**config.mk**
```make
export PLATFORM = sky130hd
export DESIGN_NAME = interpo_multi_flat
export DESIGN_NICKNAME = d
export VERILOG_FILES = /design/src/rtl/interpo_multi_pkg.sv /design/src/rtl/interpo_multi_if.sv /design/src/rtl/interpo_multi_chan.sv /design/src/rtl/interpo_multi.sv /design/src/flat_wrapper.sv
export SDC_FILE = /design/constraint.sdc
export NUM_CORES = 1
export LEC_CHECK = 0
export CORE_MARGIN = 4
export CORE_UTILIZATION = 65
export CTS_CLUSTER_DIAMETER = 200
export DETAILED_ROUTE_END_ITERATION = 7
export PLACE_DENSITY = 0.9
export SETUP_SLACK_MARGIN = 0.4
export SYNTH_ARGS = -nofsm -noshare
export SYNTH_HDL_FRONTEND = slang
export SYNTH_SLANG_ARGS = --single-unit
```
**constraint.sdc**
```tcl
create_clock -name CLK21M -period 21.8 [get_ports CLK21M]
set_input_delay 3.27 -clock CLK21M [delete_from_list [all_inputs] [get_ports CLK21M]]
set_output_delay 3.27 -clock CLK21M [all_outputs]
set_load 0.05 [all_outputs]
```
**src/rtl/interpo_multi_pkg.sv**
```systemverilog
// Shared helpers for the multi-channel linear interpolator: width arithmetic,
// default configuration and the output clamp.
// Optional feature macro: INTERPO_MULTI_ROUND_EN (round-half-up instead of floor).
package interpo_pkg;

   localparam int DEF_WIDTH    = 8;
   localparam int DEF_CHANNELS = 3;
   localparam int DEF_RATIO    = 6;

   // Ceiling log2; a weight counter holding 0..RATIO-1 needs clog2(RATIO) bits.
   function automatic int clog2(input int value);
      int result;
      result = 0;
      for (int i = 0; i < 31; i++) begin
         if ((1 << i) < value) result = i + 1;
      end
      return result;
   endfunction

   // Width of the shared weight counter W.
   function automatic int w_width(input int ratio);
      return clog2(ratio);
   endfunction

   // Width of the signed difference D2-D1.
   function automatic int diff_width(input int width);
      return width + 1;
   endfunction

   // Width of the signed product DIFF*W (the extra bit is W's sign slot).
   function automatic int prod_width(input int width, input int ratio);
      return diff_width(width) + w_width(ratio) + 1;
   endfunction

   // Saturate a signed value into the unsigned range 0..hi.
   function automatic int sat_clamp(input int value, input int hi);
      if (value < 0) return 0;
      if (value > hi) return hi;
      return value;
   endfunction

endpackage

```
**src/rtl/interpo_multi_if.sv**
```systemverilog
// Sample-stream bundle between the pixel pipeline and the interpolator:
// strobe, mode, packed input samples and the packed interpolated output.
interface interpo_multi_if #(
   parameter int WIDTH    = interpo_pkg::DEF_WIDTH,
   parameter int CHANNELS = interpo_pkg::DEF_CHANNELS
);

   logic                      CLKENA;
   logic                      ENABLE;
   logic [CHANNELS*WIDTH-1:0] IDATA;
   logic [CHANNELS*WIDTH-1:0] ODATA;
   logic                      OVALID;

   modport master (
      output CLKENA,
      output ENABLE,
      output IDATA,
      input  ODATA,
      input  OVALID
   );

   modport slave (
      input  CLKENA,
      input  ENABLE,
      input  IDATA,
      output ODATA,
      output OVALID
   );

endinterface

```
**src/rtl/interpo_multi_chan.sv**
```systemverilog
// One channel of the interpolator: two-sample delay line, stage-1 product
// register, stage-2 divide/add/clamp register.
// Optional feature macro: INTERPO_MULTI_ROUND_EN (round-half-up division).
module interpo_chan
   import interpo_pkg::*;
#(
   parameter int WIDTH = DEF_WIDTH,
   parameter int RATIO = DEF_RATIO
) (
   input  logic                       CLK21M,
   input  logic                       RESET_N,
   input  logic                       clkena,
   input  logic [w_width(RATIO)-1:0]  weff,
   input  logic [WIDTH-1:0]           idata,
   output logic [WIDTH-1:0]           odata
);

   localparam int DIFF_W  = diff_width(WIDTH);
   localparam int PROD_W  = prod_width(WIDTH, RATIO);
   localparam int QW      = PROD_W + 2;
   localparam int MAX_VAL = (1 << WIDTH) - 1;

`ifdef INTERPO_MULTI_ROUND_EN
   localparam logic signed [QW-1:0] DEN = QW'(2 * RATIO);
`else
   localparam logic signed [QW-1:0] DEN = QW'(RATIO);
`endif

   logic [WIDTH-1:0]         d1;
   logic [WIDTH-1:0]         d2;
   logic [WIDTH-1:0]         s1_d1;
   logic signed [DIFF_W-1:0] diff;
   logic signed [PROD_W-1:0] prod;
   logic signed [PROD_W-1:0] s1_prod;
   logic signed [QW-1:0]     num;
   logic signed [QW-1:0]     quo;
   logic signed [QW-1:0]     rem;
   logic signed [QW-1:0]     sum;
   logic [WIDTH-1:0]         odata_next;

   // Delay line: each strobe shifts the newest sample into D2 and the older into D1.
   always_ff @(posedge CLK21M or negedge RESET_N) begin
      if (!RESET_N) begin
         d1 <= '0;
         d2 <= '0;
      end else if (clkena) begin
         d2 <= idata;
         d1 <= d2;
      end
   end

   // Signed slope times the effective weight; weff is already zero in bypass.
   always_comb begin
      diff = $signed({1'b0, d2}) - $signed({1'b0, d1});
      prod = PROD_W'(diff) * PROD_W'($signed({1'b0, weff}));
   end

   // Stage 1 captures the product together with the matching D1.
   always_ff @(posedge CLK21M or negedge RESET_N) begin
      if (!RESET_N) begin
         s1_prod <= '0;
         s1_d1   <= '0;
      end else begin
         s1_prod <= prod;
         s1_d1   <= d1;
      end
   end

   // Exact division toward minus infinity (truncating divide, then fix up negative remainders), add D1, clamp.
   always_comb begin
      num = '0;
      quo = '0;
      rem = '0;
      sum = '0;
`ifdef INTERPO_MULTI_ROUND_EN
      num = (QW'(s1_prod) <<< 1) + QW'(RATIO);
`else
      num = QW'(s1_prod);
`endif
      quo = num / DEN;
      rem = num % DEN;
      if ((num < 0) && (rem != '0)) quo = quo - QW'(1);
      sum = QW'($signed({1'b0, s1_d1})) + quo;
      odata_next = WIDTH'(sat_clamp(int'(sum), MAX_VAL));
   end

   // Stage 2 registers the clamped interpolated sample.
   always_ff @(posedge CLK21M or negedge RESET_N) begin
      if (!RESET_N) begin
         odata <= '0;
      end else begin
         odata <= odata_next;
      end
   end

endmodule

```
**src/rtl/interpo_multi.sv**
```systemverilog
// Multi-channel linear interpolator upsampling a strobed sample stream to
// the CLK21M rate, with bypass (sample-and-hold) and an output-valid flag.
// Optional feature macro: INTERPO_MULTI_ROUND_EN (round-half-up division).
module interpo_multi
   import interpo_pkg::*;
#(
   parameter int WIDTH    = DEF_WIDTH,
   parameter int CHANNELS = DEF_CHANNELS,
   parameter int RATIO    = DEF_RATIO
) (
   input  logic            CLK21M,
   input  logic            RESET_N,
   interpo_multi_if.slave  pix
);

   localparam int              W_W   = w_width(RATIO);
   localparam logic [W_W-1:0]  W_MAX = W_W'(RATIO - 1);

   logic [W_W-1:0]            w;
   logic [W_W-1:0]            weff;
   logic [1:0]                fill;
   logic                      valid_s1;
   logic                      ovalid_q;
   logic [WIDTH-1:0]          chan_out [CHANNELS];
   logic [CHANNELS*WIDTH-1:0] odata_bus;

   // Weight counter: cleared by each strobe, then climbs and parks at RATIO-1 so a late strobe holds the last step.
   always_ff @(posedge CLK21M or negedge RESET_N) begin
      if (!RESET_N) begin
         w <= '0;
      end else if (pix.CLKENA) begin
         w <= '0;
      end else if (w < W_MAX) begin
         w <= w + 1'b1;
      end
   end

   // Fill counter: how many real samples the delay line holds, saturating at two.
   always_ff @(posedge CLK21M or negedge RESET_N) begin
      if (!RESET_N) begin
         fill <= '0;
      end else if (pix.CLKENA && (fill != 2'd2)) begin
         fill <= fill + 2'd1;
      end
   end

   // Valid flag travels through two registers to line up with the datapath.
   always_ff @(posedge CLK21M or negedge RESET_N) begin
      if (!RESET_N) begin
         valid_s1 <= 1'b0;
         ovalid_q <= 1'b0;
      end else begin
         valid_s1 <= (fill == 2'd2);
         ovalid_q <= valid_s1;
      end
   end

   assign weff       = pix.ENABLE ? w : '0;
   assign pix.OVALID = ovalid_q;

   for (genvar c = 0; c < CHANNELS; c++) begin : g_chan
      interpo_chan #(
         .WIDTH (WIDTH),
         .RATIO (RATIO)
      ) u_chan (
         .CLK21M  (CLK21M),
         .RESET_N (RESET_N),
         .clkena  (pix.CLKENA),
         .weff    (weff),
         .idata   (pix.IDATA[c*WIDTH +: WIDTH]),
         .odata   (chan_out[c])
      );
   end

   // Pack the per-channel results back into the output bus layout.
   always_comb begin
      odata_bus = '0;
      for (int c = 0; c < CHANNELS; c++) begin
         odata_bus[c*WIDTH +: WIDTH] = chan_out[c];
      end
   end

   assign pix.ODATA = odata_bus;

endmodule

```
**src/flat_wrapper.sv**
```systemverilog
// flat-port wrapper written by rule: the top's interface ports become plain ports
module interpo_multi_flat import interpo_pkg::*;
#(
   parameter int WIDTH    = DEF_WIDTH,
   parameter int CHANNELS = DEF_CHANNELS,
   parameter int RATIO    = DEF_RATIO
)
  (CLK21M, RESET_N, pix_CLKENA, pix_ENABLE, pix_IDATA, pix_ODATA, pix_OVALID);
  interpo_multi_if #(.WIDTH(WIDTH), .CHANNELS(CHANNELS)) pix_i ();
  input  logic CLK21M;
  input  logic RESET_N;
  input wire logic [$bits(pix_i.CLKENA)-1:0] pix_CLKENA;
  input wire logic [$bits(pix_i.ENABLE)-1:0] pix_ENABLE;
  input wire logic [$bits(pix_i.IDATA)-1:0] pix_IDATA;
  output wire logic [$bits(pix_i.ODATA)-1:0] pix_ODATA;
  output wire logic [$bits(pix_i.OVALID)-1:0] pix_OVALID;
  assign pix_i.CLKENA = pix_CLKENA;
  assign pix_i.ENABLE = pix_ENABLE;
  assign pix_i.IDATA = pix_IDATA;
  assign pix_ODATA = pix_i.ODATA;
  assign pix_OVALID = pix_i.OVALID;
  interpo_multi #(.WIDTH(WIDTH), .CHANNELS(CHANNELS), .RATIO(RATIO)) u_core (.CLK21M(CLK21M), .RESET_N(RESET_N), .pix(pix_i));
endmodule
```
# Word level (Yosys, flattened, before mapping)
# Index checks and enable logic that the tools add are counted.
[word_totals]
regBits = 142
latchBits = 0
ram_bits = 0
romBits = 0
out_inout_bits = 25
n_memories = 0
[classes]
add_sub_neg = 11
n_mul = 3
n_div = 6
magnitude_cmp = 10
n_eq_ne = 2
shifts = 0
muxes = 24
bitwise = 0
n_reduce_logical = 8
[op_table]
columns = ["operator", "n"]
rows = [
  ["$mux 8", 9],
  ["$add 9x15->15", 3],
  ["$div 15x4->15 const B", 3],
  ["$gt 15x9->1 const B", 3],
  ["$lt 15x1->1 const B", 3],
  ["$mod 15x4->15 const B", 3],
  ["$mux 15", 3],
  ["$reduce_bool 15->1", 3],
  ["$sub 15x2->15 const B", 3],
  ["$lt 13x1->1 const B", 3],
  ["$mul 9x4->13", 3],
  ["$sub 8x8->9", 3],
  ["$mux 1", 9],
  ["$mux 3", 3],
  ["$logic_and 1x1->1", 4],
  ["$add 3x1->3 const B", 1],
  ["$lt 3x3->1 const B", 1],
  ["$add 2x1->2 const B", 1],
  ["$eq 2x2->1 const B", 1],
  ["$ne 2x2->1 const B", 1],
  ["$reduce_bool 2->1", 1],
]

# Longest topological paths before layout
# Gate-level depths: netlist (run 1).
[depth]
depth_word = 10
mapped_depth = 49
depth_no_buf = 44

# By module
# From an unflattened synthesis (run 1), not the netlist that was laid out.
[hier_totals]
hier_cells = 2049
hier_area_um2 = 17111.4
[by_module_without_submodules]
columns = ["mod", "n_inst", "cells_each", "area_per_inst_um2", "seq_area_each_um2"]
rows = [
  ["interpo_chan (u_core.g_chan[0].u_chan ...)", 2, 655, 5486.5, 1126.1],
  ["interpo_chan (u_core.g_chan[2].u_chan)", 1, 713, 5826.8, 1126.1],
  ["interpo_multi", 1, 26, 311.5, 175.2],
]

# Least setup slack after synthesis (run 1)
# No wires, ideal clock.
[synth_path]
path_type = "reg2reg"
startpoint = "reg u_core.g_chan[0].u_chan.s1_prod[0]"
endpoint = "reg u_core.g_chan[0].u_chan.odata[0]"
arrival_ps = 8651
path_slack_ps = 13027
path_stages_with_launch = 47
path_buffers = 3
cell_sequence = "dfrtp_1 inv_1 ha_1 or4b_1 nor3_1 o22ai_1 a221oi_1 o21ai_0 clkbuf_1 a2111oi_0 mux2i_1 o211a_1 nor2_1 nor2_1 o41ai_1 ha_1 clkbuf_1 nor2_1 [11 not listed] clkbuf_1 nand2_1 xnor2_1 o21ai_0 xor2_1 ha_1 a21oi_1 o21ai_0 a21o_1 a21oi_1 nor2b_1 o21ai_0 nand2b_1 nand3_1 a31oi_1 a31oi_1 a21oi_2 o221a_2"
[synth_via]
elab_chain_len = 10
[synth_rtl]
columns = ["item", "line_no", "source"]
rows = [
  ["start, declared", "interpo_multi_chan.sv:34", "logic signed [PROD_W-1:0] s1_prod;"],
  ["start signal, assigned", "interpo_multi_chan.sv:64", "s1_prod <= prod;"],
  ["parallel branches: the longest is 3 deep, another holds $div 15x4->15", "-", ""],
  ["$mux 15 (*)", "interpo_multi_chan.sv:82", "if ((num < 0) && (rem != '0)) quo = quo - QW'(1);"],
  ["$add 9x15->15 (*)", "interpo_multi_chan.sv:83", "sum = QW'($signed({1'b0, s1_d1})) + quo;"],
  ["$gt 15x9->1", "interpo_multi_pkg.sv:38", "if (value > hi) return hi;"],
  ["$mux 1 (2 in a row)", "interpo_multi_pkg.sv:38", ""],
  ["$mux 8", "interpo_multi_pkg.sv:39", "return value;"],
  ["$mux 8 (*)", "interpo_multi_pkg.sv:38", ""],
  ["named net u_core.g_chan[0].u_chan.odata_next[0]", "interpo_multi_chan.sv:39", "logic [WIDTH-1:0] odata_next;"],
  ["end signal, assigned", "interpo_multi_chan.sv:92", "odata <= odata_next;"],
  ["end, declared", "interpo_multi_chan.sv:15", "output logic [WIDTH-1:0] odata"],
]
# Mark *: on every way through the listed nets, which the timed path passes. The select of a mux whose other input is x is not followed.
# A chain may end at the register's enable or synchronous reset.

# Worst setup path in the final report (run 1)
[layout_path]
startpoint = "reg u_core.g_chan[0].u_chan.s1_prod[0]"
endpoint = "reg u_core.g_chan[0].u_chan.odata[3]"
# The elaborated chain is that of the path after synthesis.

==> metrics.md, run 1 <==
| Metric | Value |
|---|---|
| Status | complete, no violations |
| Synthesized net count | 2241 |
| Core Util, Final | 71.8% |
| Reg2Reg Setup Slack | 11.49 ns |
| Global-route wire length before repair | 71100 um |
| Max clock buf depth | 2 |
| Routing usage on met2 | 50.9% |
| Tot GR Track Use | 29.8% |
| Adder-cell area share of the yosys netlist | approximately 15% |
| Main combinational cell family by area after synthesis | compound AO/OA/AOI/OAI gates |
| Largest net degree at the start of global routing | 77 |
| 1st-pass router iterations | 7 |
| Synth warn | 0 |
| Clock transition at path regs | 0.08 ns |
| Simple-gate share of the synthesized area | 20.3% |
| Met3 usage | 3.82% |
| Hold path start | u_core.valid_s1$_DFF_PN0_ |
| Worst Hold End | u_core.pix.OVALID$_DFF_PN0_ |
| Routed via count | 15500 |
| Cell Rows | 57 |
| Vias in the first global route | about 15000 |
| Reg2Reg Depth | 43 |
| Period utilisation layout | a little under half |
| Total congestion overflow | 0 |
| Fill cell count | 1838 |
| Final instance area | 17600 um2 |
| Area Growth Syn to Fin | 7.69% |
| DRT Wirelength | 42400 um |
| Relative slew margins | 26.8% |
| DR WL/cell | 17.9 um |
| Post-DRT Antenna Nets | 0 |
| # diodes | 0 |
| CP max stage cell | or4b_1 |
| Non-filler cells, final | roughly 2400 |
| CTS tree | done |
| Core ar. | roughly 25000 um2 |
| Tmin final | 10.31 ns |
| GR peak layer | met2 |
| Arrival time at the worst endpoint | 10.63 ns |
| Avg Synthesized Cell Area | approximately 8 um2 |
| CTS H-tree depth | 4 |
| Levels on crit path | 43 |
| WP buf/inv | 2 |
| Initial antenna violation count | 0 |
| WHS Path Cells | 0 |
| Max stage delay on crit path | 0.57 ns |
| Starting Density | about two thirds |
| Hold-fix buffers, CTS | 0 |
| Ys async rst share | 100% |
| Post-synth cell types | approximately 100 |
| PostCTS Resize Cnt | 0 |
| Reg-to-Reg End | u_core.g_chan[0].u_chan.odata[3]$_DFF_PN0_ |
| Ports | 53 |
| Setup CP Type | reg -> reg |
| Final TNS setup | 0 ns |
| GP Congestion | 0.940 |
| Fmax | 97.0 MHz |
| Max Cap Viol | 0 |
| Mapped cell area | 16400 um2 |
| Root buf cell | clkbuf_16 |
| Post-CTS setup buffer count | 0 |
| FF+latch area | 3550 um2 |
| EDFF count, synth | 0 |
| Number of nets in the layout | 2234 |
| #FFs+latches synth | 142 |
| XOR/XNOR Fraction of Synth Area | under 10% |
| Initial drt markers | 1596 |
| Final setup vio count | 0 |
| Slew Limit Fails | 0 |
| Placed instance area | 17000 um2 |
| Hold Crit Class | reg -> reg |
| Synth Instances | 2043 |
| Seq/Total Area, Yosys | about 22% |
| Die Wd | ~170 um |
| Crit end category | flop |
| Port bufs | 52 |
| Inst Count DP | 2341 |
| Worst reg2reg startpoint | u_core.g_chan[0].u_chan.s1_prod[0]$_DFF_PN0_ |
| Clock sink count | 142 |
| Met1 Usage GRT | 39.5% |
| Fin Clk Skew | 0.0198 ns |
| Worst-skew pair later-pin latency | roughly 0.45 ns |
| Vias/cell | 6.53 |
| Area occupied by multi-input gates | roughly 12000 um2 |
| Worst-margin pin slew | around 1.1 ns |
| CTS Buf Count | 17 |
| RSZ-0062 raised after global routing | no |
| Die Height | about 170 um |
| Final hold vios | 0 |
| Crit path max-delay family | compound AO/OA/AOI/OAI gates |
| Startpoint types | flop |
| Required @ worst endpoint | 22.12 ns |
| Fraction of layout cells with a size suffix above 1 | under 10% |
| CP max FO | 14 |
| Die area | between 20000 and 30000 um2 |
| Main flop type after synthesis | dfrtp_1 |
| Mux cell area share after synthesis | 2.90% |
| Final HPWL DP | 31700 um |
| DRC | 0 |
| Post-synthesis compound-gate area fraction | ~25% |
==> how the worst max path moves through the flow <==
stage,startpoint,to,slack [ns]
after global placement,u_core.g_chan[0].u_chan.s1_prod[0]$_DFF_PN0_,u_core.g_chan[0].u_chan.odata[6]$_DFF_PN0_,12.06
final,u_core.g_chan[0].u_chan.s1_prod[0]$_DFF_PN0_,u_core.g_chan[0].u_chan.odata[3]$_DFF_PN0_,11.49
after detailed placement,u_core.g_chan[0].u_chan.s1_prod[0]$_DFF_PN0_,u_core.g_chan[0].u_chan.odata[1]$_DFF_PN0_,11.62
after floorplan,u_core.g_chan[0].u_chan.s1_prod[0]$_DFF_PN0_,u_core.g_chan[0].u_chan.odata[0]$_DFF_PN0_,13.03
after global routing,u_core.g_chan[0].u_chan.s1_prod[0]$_DFF_PN0_,u_core.g_chan[0].u_chan.odata[1]$_DFF_PN0_,10.75
after CTS,u_core.g_chan[0].u_chan.s1_prod[0]$_DFF_PN0_,u_core.g_chan[0].u_chan.odata[1]$_DFF_PN0_,11.60
==> area by class of cell <==
type | instances | share of cell area [%]
Clock buffer | 17 | 2.41
Clock inverter | 15 | 1.06
Inverter | 205 | 4.37
Multi-Input combinational cell | 1604 | 66.2
Sequential cell | 142 | 20.2
Tap cell | 324 | 2.30
Timing Repair Buffer | 66 | 3.53
==> routing by layer <==
metal / routed length (um) / vias to the layer above
li1: - / 7317
met1: 18100 / 7390
met2: 20600 / 663
met3: 2650 / 130
met4: 1160 / 0
met5: 0 / -
==> cell families (layout without fill, tap and decap cells) <==
| kind of cell | after synthesis | count (layout) |
|---|---|---|
| adders and majority gates | 170 | 170 |
| and+or+nand+nor | 658 | 658 |
| DFF | 142 | 142 |
| buffers and inverters | 297 | 303 |
| muxes | 44 | 44 |
| xor gates and xnor gates | 166 | 166 |
| AOI/OAI and AO/OA | 566 | 566 |
==> cells in the final DEF (no fill, tap or decap), types with 9 or more instances in the layout <==
cell and instances:
or2_2 21, a21oi_1 115, clkbuf_16 17, a21o_1 46
o21a_1 28, nor2_1 181, mux2_2 27, or3_1 22
dfrtp_1 142, a211oi_1 17, nand3_1 42, a31oi_1 32
o211ai_1 20, and2_1 14, buf_4 14, nor3_1 62
clkdlybuf4s50_1 50, inv_1 200, nand4_1 25, fa_1 33
o41ai_1 10, o31ai_1 13, xor2_1 47, ha_1 137
and3_1 26, nor4_1 19, nand2b_1 16, a211o_1 15
o22ai_1 10, nand2_1 154, o21bai_1 33, mux2i_1 17
xnor2_1 118, o21ai_0 86, o221a_2 9, nor2b_1 20
==> flip-flops by register name, summed over array words and instances (netlist names) <==
signal / count
u_core.g_chan.u_chan.s1_prod: 39
u_core.fill: 2
u_core.g_chan.u_chan.d2: 24
u_core.g_chan.u_chan.s1_d1: 24
u_core.pix.OVALID: 1
u_core.w: 3
u_core.g_chan.u_chan.d1: 24
u_core.g_chan.u_chan.odata: 24
u_core.valid_s1: 1
==> worst reg2reg max path, delay by kind of cell (launching register included) <==
kind,cells,cell delay [ns]
buffers and inverters,2,0.21
DFF,1,0.44
AOI/OAI and AO/OA,20,5.01
muxes,2,0.35
xor gates and xnor gates,2,0.27
and+or+nand+nor,13,2.68
adders and majority gates,4,1.25
==> stage by stage <==
stage	hold slack [ns]	worst slack, ns
3_3_place_gp	0.335	12.06
5_1_grt	0.360	10.75
2_1_floorplan	0.331	13.03
6_report	0.354	11.49
4_1_cts	0.355	11.60
3_5_place_dp	0.336	11.62
==> synthesized netlist by cell type, types with 7 or more instances <==
cell / count / area share, %
a2111oi_0: 7 / 0.37
a211o_1: 15 / 0.80
a211oi_1: 17 / 0.78
a21o_1: 46 / 2.1
a21oi_1: 115 / 3.5
a221oi_1: 7 / 0.37
a31oi_1: 32 / 1.2
a32oi_1: 7 / 0.37
a41oi_1: 8 / 0.43
and2_1: 14 / 0.54
and3_1: 26 / 0.99
buf_2: 8 / 0.24
clkbuf_1: 75 / 1.7
dfrtp_1: 142 / 22
fa_1: 33 / 4.0
ha_1: 137 / 10
inv_1: 200 / 4.6
mux2_2: 27 / 1.9
mux2i_1: 17 / 1.0
nand2_1: 154 / 3.5
nand2b_1: 16 / 0.61
nand3_1: 42 / 1.3
nand3b_1: 8 / 0.37
nand4_1: 25 / 0.96
nor2_1: 181 / 4.2
nor2b_1: 20 / 0.76
nor3_1: 62 / 1.9
nor4_1: 19 / 0.73
o211ai_1: 20 / 0.92
o21a_1: 28 / 1.3
o21ai_0: 86 / 2.6
o21bai_1: 33 / 1.5
o221a_2: 9 / 0.62
o22ai_1: 10 / 0.38
o311a_1: 7 / 0.43
o31a_1: 7 / 0.37
o31ai_1: 13 / 0.60
o41ai_1: 10 / 0.54
or2_2: 21 / 0.80
or3_1: 22 / 0.84
xnor2_1: 118 / 6.3
xor2_1: 47 / 2.5
Power of run 1 is left out: the tool's default activity adds up to more than one toggle a clock period on the data nets, which glitch-free logic cannot reach.
==> run 2: changes to the inputs <==
--- a/config.mk
+++ b/config.mk
@@ -6,10 +6,10 @@
 export NUM_CORES = 1
 export LEC_CHECK = 0
 export CORE_MARGIN = 4
-export CORE_UTILIZATION = 65
+export CORE_UTILIZATION = 58
 export CTS_CLUSTER_DIAMETER = 200
 export DETAILED_ROUTE_END_ITERATION = 7
-export PLACE_DENSITY = 0.9
+export PLACE_DENSITY = 0.85
 export SETUP_SLACK_MARGIN = 0.4
 export SYNTH_ARGS = -nofsm -noshare
 export SYNTH_HDL_FRONTEND = slang
==> constraint.sdc (replaced) <==
create_clock -name CLK21M -period 8.5 [get_ports CLK21M]
set_input_delay 1.275 -clock CLK21M [delete_from_list [all_inputs] [get_ports CLK21M]]
set_output_delay 1.275 -clock CLK21M [all_outputs]
set_load 0.05 [all_outputs]
==> metrics.md, run 2 (same netlist as run 1, synthesis figures left out) <==
| Metric | Value |
|---|---|
| Period utilisation layout | 98.9% (+52 points) |
| Metal2 WL | 24400 um (+19%) |
| Most common cell on crit path | o21ai_1 |
| DRC | 0 (unchanged) |
| Final setup vio count | 0 (unchanged) |
| Tmin final | 8.41 ns (-1.91 ns) |
| Startpoint types | flop |
| Wl on met1 | 19300 um (+6.7%) |
| Max FFs per register | 39 (unchanged) |
| Clock transition at path regs | 0.07 ns (about the same) |
| Max stage delay on crit path | 0.50 ns (-0.07 ns) |
| Vias in the first global route | 15900 (+6.3%) |
| Fmax | 119 MHz (+23%) |
| Commonest non-fill, non-tap cells in the layout | inv_1, buf_4, nor2_1 |
| Largest net degree at the start of global routing | 77 (unchanged) |
| Most common cell after layout, fill and taps aside | inv_1 |
| Final HPWL DP | 32800 um (+3.4%) |
| Starting Density | 58.9% (-7.8 points) |
| Fin Clk Skew | 0.0118 ns (-0.00797 ns) |
| DR WL/cell | 19.3 um (+8.1%) |
| Vias/cell | 6.55 (+0.34%) |
| Max clock buf depth | 2 (unchanged) |
| Global-route wire length before repair | 76200 um (+7.1%) |
| Die Wd | 176 um (+5.6%) |
| CTS tree | done |
| Crit end category | flop |
| Final instance area | 20300 um2 (+15%) |
| Worst-margin pin slew | 1.20 ns (+0.112 ns) |
| Setup CP Type | reg -> reg |
| CP max stage cell | or4b_4 |
| Ports | 53 (unchanged) |
| Initial drt markers | 2086 (+31%) |
| CTS Buf Count | 17 (unchanged) |
| Clock sink count | 142 (unchanged) |
| Tot GR Track Use | 29.3% (-0.51 points) |
| Status | complete, no violations |
| DR WL met3 | 3800 um (+43%) |
| RSZ-0062 raised after global routing | yes |
| Worst-skew pair later-pin latency | 0.44 ns (about the same) |
| Total congestion overflow | 0 (unchanged) |
| Fill cell count | 1894 (+3.0%) |
| Arrival time at the worst endpoint | 8.73 ns (-1.90 ns) |
| Relative slew margins | 19.2% (-7.5 points) |
| Core ar. | 27800 um2 (+13%) |
| Slew Limit Fails | 0 (unchanged) |
| Cell Rows | 61 (+7.0%) |
| Hold Crit Class | reg -> reg |
| Port bufs | 52 (unchanged) |
| Max Cap Viol | 0 (unchanged) |
| # diodes | 0 (unchanged) |
| 1st-pass router iterations | 6 (-1) |
| GP Congestion | 0.983 (+4.5%) |
| Reg with most FFs | u_core.g_chan.u_chan.s1_prod |
| Initial antenna violation count | 0 (unchanged) |
| DRT Wirelength | 50400 um (+19%) |
| CTS H-tree depth | 4 (unchanged) |
| Routed via count | 17100 (+10%) |
| CP max FO | 9 (-5) |
| Highest metal used | met4 |
| Fraction of layout cells with a size suffix above 1 | 22.7% (+16 points) |
| Number of nets in the layout | 2415 (+8.1%) |
| Final hold vios | 0 (unchanged) |
| Post-DRT Antenna Nets | 0 (unchanged) |
| Required @ worst endpoint | 8.82 ns (-13.30 ns) |
| Root buf cell | clkbuf_16 |
| Die Height | 176 um (+5.6%) |
| Die area | 31000 um2 (+11%) |
| Placed instance area | 17800 um2 (+4.5%) |
| Area Growth Syn to Fin | 24.3% |
[run 2: cell count changes in the layout (fill, tap and decap cells not counted), sizes merged]
cell,previous run,this run
buf,16,196
clkinv,10,4
bufinv,0,3
clkinvlp,1,4
clkbuf,17,19
inv,209,207
a31oi,32,33
[run 2: critical path: cells and delay by family, from the launching register on]
kind                     cells  cell delay [ns]
adder cells (fa/ha/maj)      4             0.96
buffers and inverters        4             0.43
flip-flops                   1             0.42
AND/OR/NAND/NOR             12             2.46
XOR/XNOR                     3             0.69
AO/OA/AOI/OAI               17             3.17
multiplexers                 1             0.14
[run 2: final timing paths]
path | from | endpoint | slack [ns] | cells after the start
setup / recovery | u_core.g_chan[0].u_chan.s1_prod[0]$_DFF_PN0_ | u_core.g_chan[0].u_chan.odata[7]$_DFF_PN0_ | 0.09 | 41
hold / removal | u_core.valid_s1$_DFF_PN0_ | u_core.pix.OVALID$_DFF_PN0_ | 0.35 | 0
setup reg to reg | u_core.g_chan[0].u_chan.s1_prod[0]$_DFF_PN0_ | u_core.g_chan[0].u_chan.odata[7]$_DFF_PN0_ | 0.09 | 41
hold reg to reg | u_core.valid_s1$_DFF_PN0_ | u_core.pix.OVALID$_DFF_PN0_ | 0.35 | 0
max in group asynchronous | RESET_N | u_core.g_chan[1].u_chan.s1_prod[5]$_DFF_PN0_ | 6.21 | 2
min in group asynchronous | RESET_N | u_core.g_chan[0].u_chan.d2[4]$_DFFE_PN0P_ | 0.86 | 1
[run 2: final cells by class]
class / count / area (um2) / area share (%)
multi-input combinational: 1605 / 12900 / 63.4
sequential: 142 / 3570 / 17.6
timing repair buffer: 246 / 2010 / 9.90
inverter: 205 / 778 / 3.83
tap: 378 / 473 / 2.32
clock buffer: 19 / 433 / 2.13
clock inverter: 13 / 179 / 0.879
[run 2: stage by stage]
step	utilization [%]	instances	hold slack (ns)	setup WS (ns)	setup TNS [ns]
5_1_grt	73.2	2608	0.361	-0.262	-3.16
6_report	73.2	2608	0.351	0.0935	0
3_3_place_gp	64.0	2469	0.332	0.123	0
3_5_place_dp	64.0	2469	0.341	-0.164	-1.14
4_1_cts	68.6	2541	0.356	0.408	0
2_1_floorplan	-	2043	0.331	0.402	0
[run 2: per-layer routing]
layer / vias up / GRT usage [%]
met5: - / 0
met4: 0 / 13.0
met3: 280 / 4.07
met2: 1069 / 50.5
met1: 8045 / 36.7
li1: 7699 / -
[run 2: what timing repair did]
| action | 4_1_cts | 5_1_grt |
|---|---|---|
| pin swaps | 37 | 111 |
| gates cloned | 1 | 0 |
| setup buffers | 39 | 67 |
| gates resized for setup | 71 | 163 |
| endpoints found under the setup margin | 24 | 24 |
| hold endpoints to repair | 0 | 0 |
| hold buffers | 0 | 0 |
Power of run 2 is left out for the same reason.
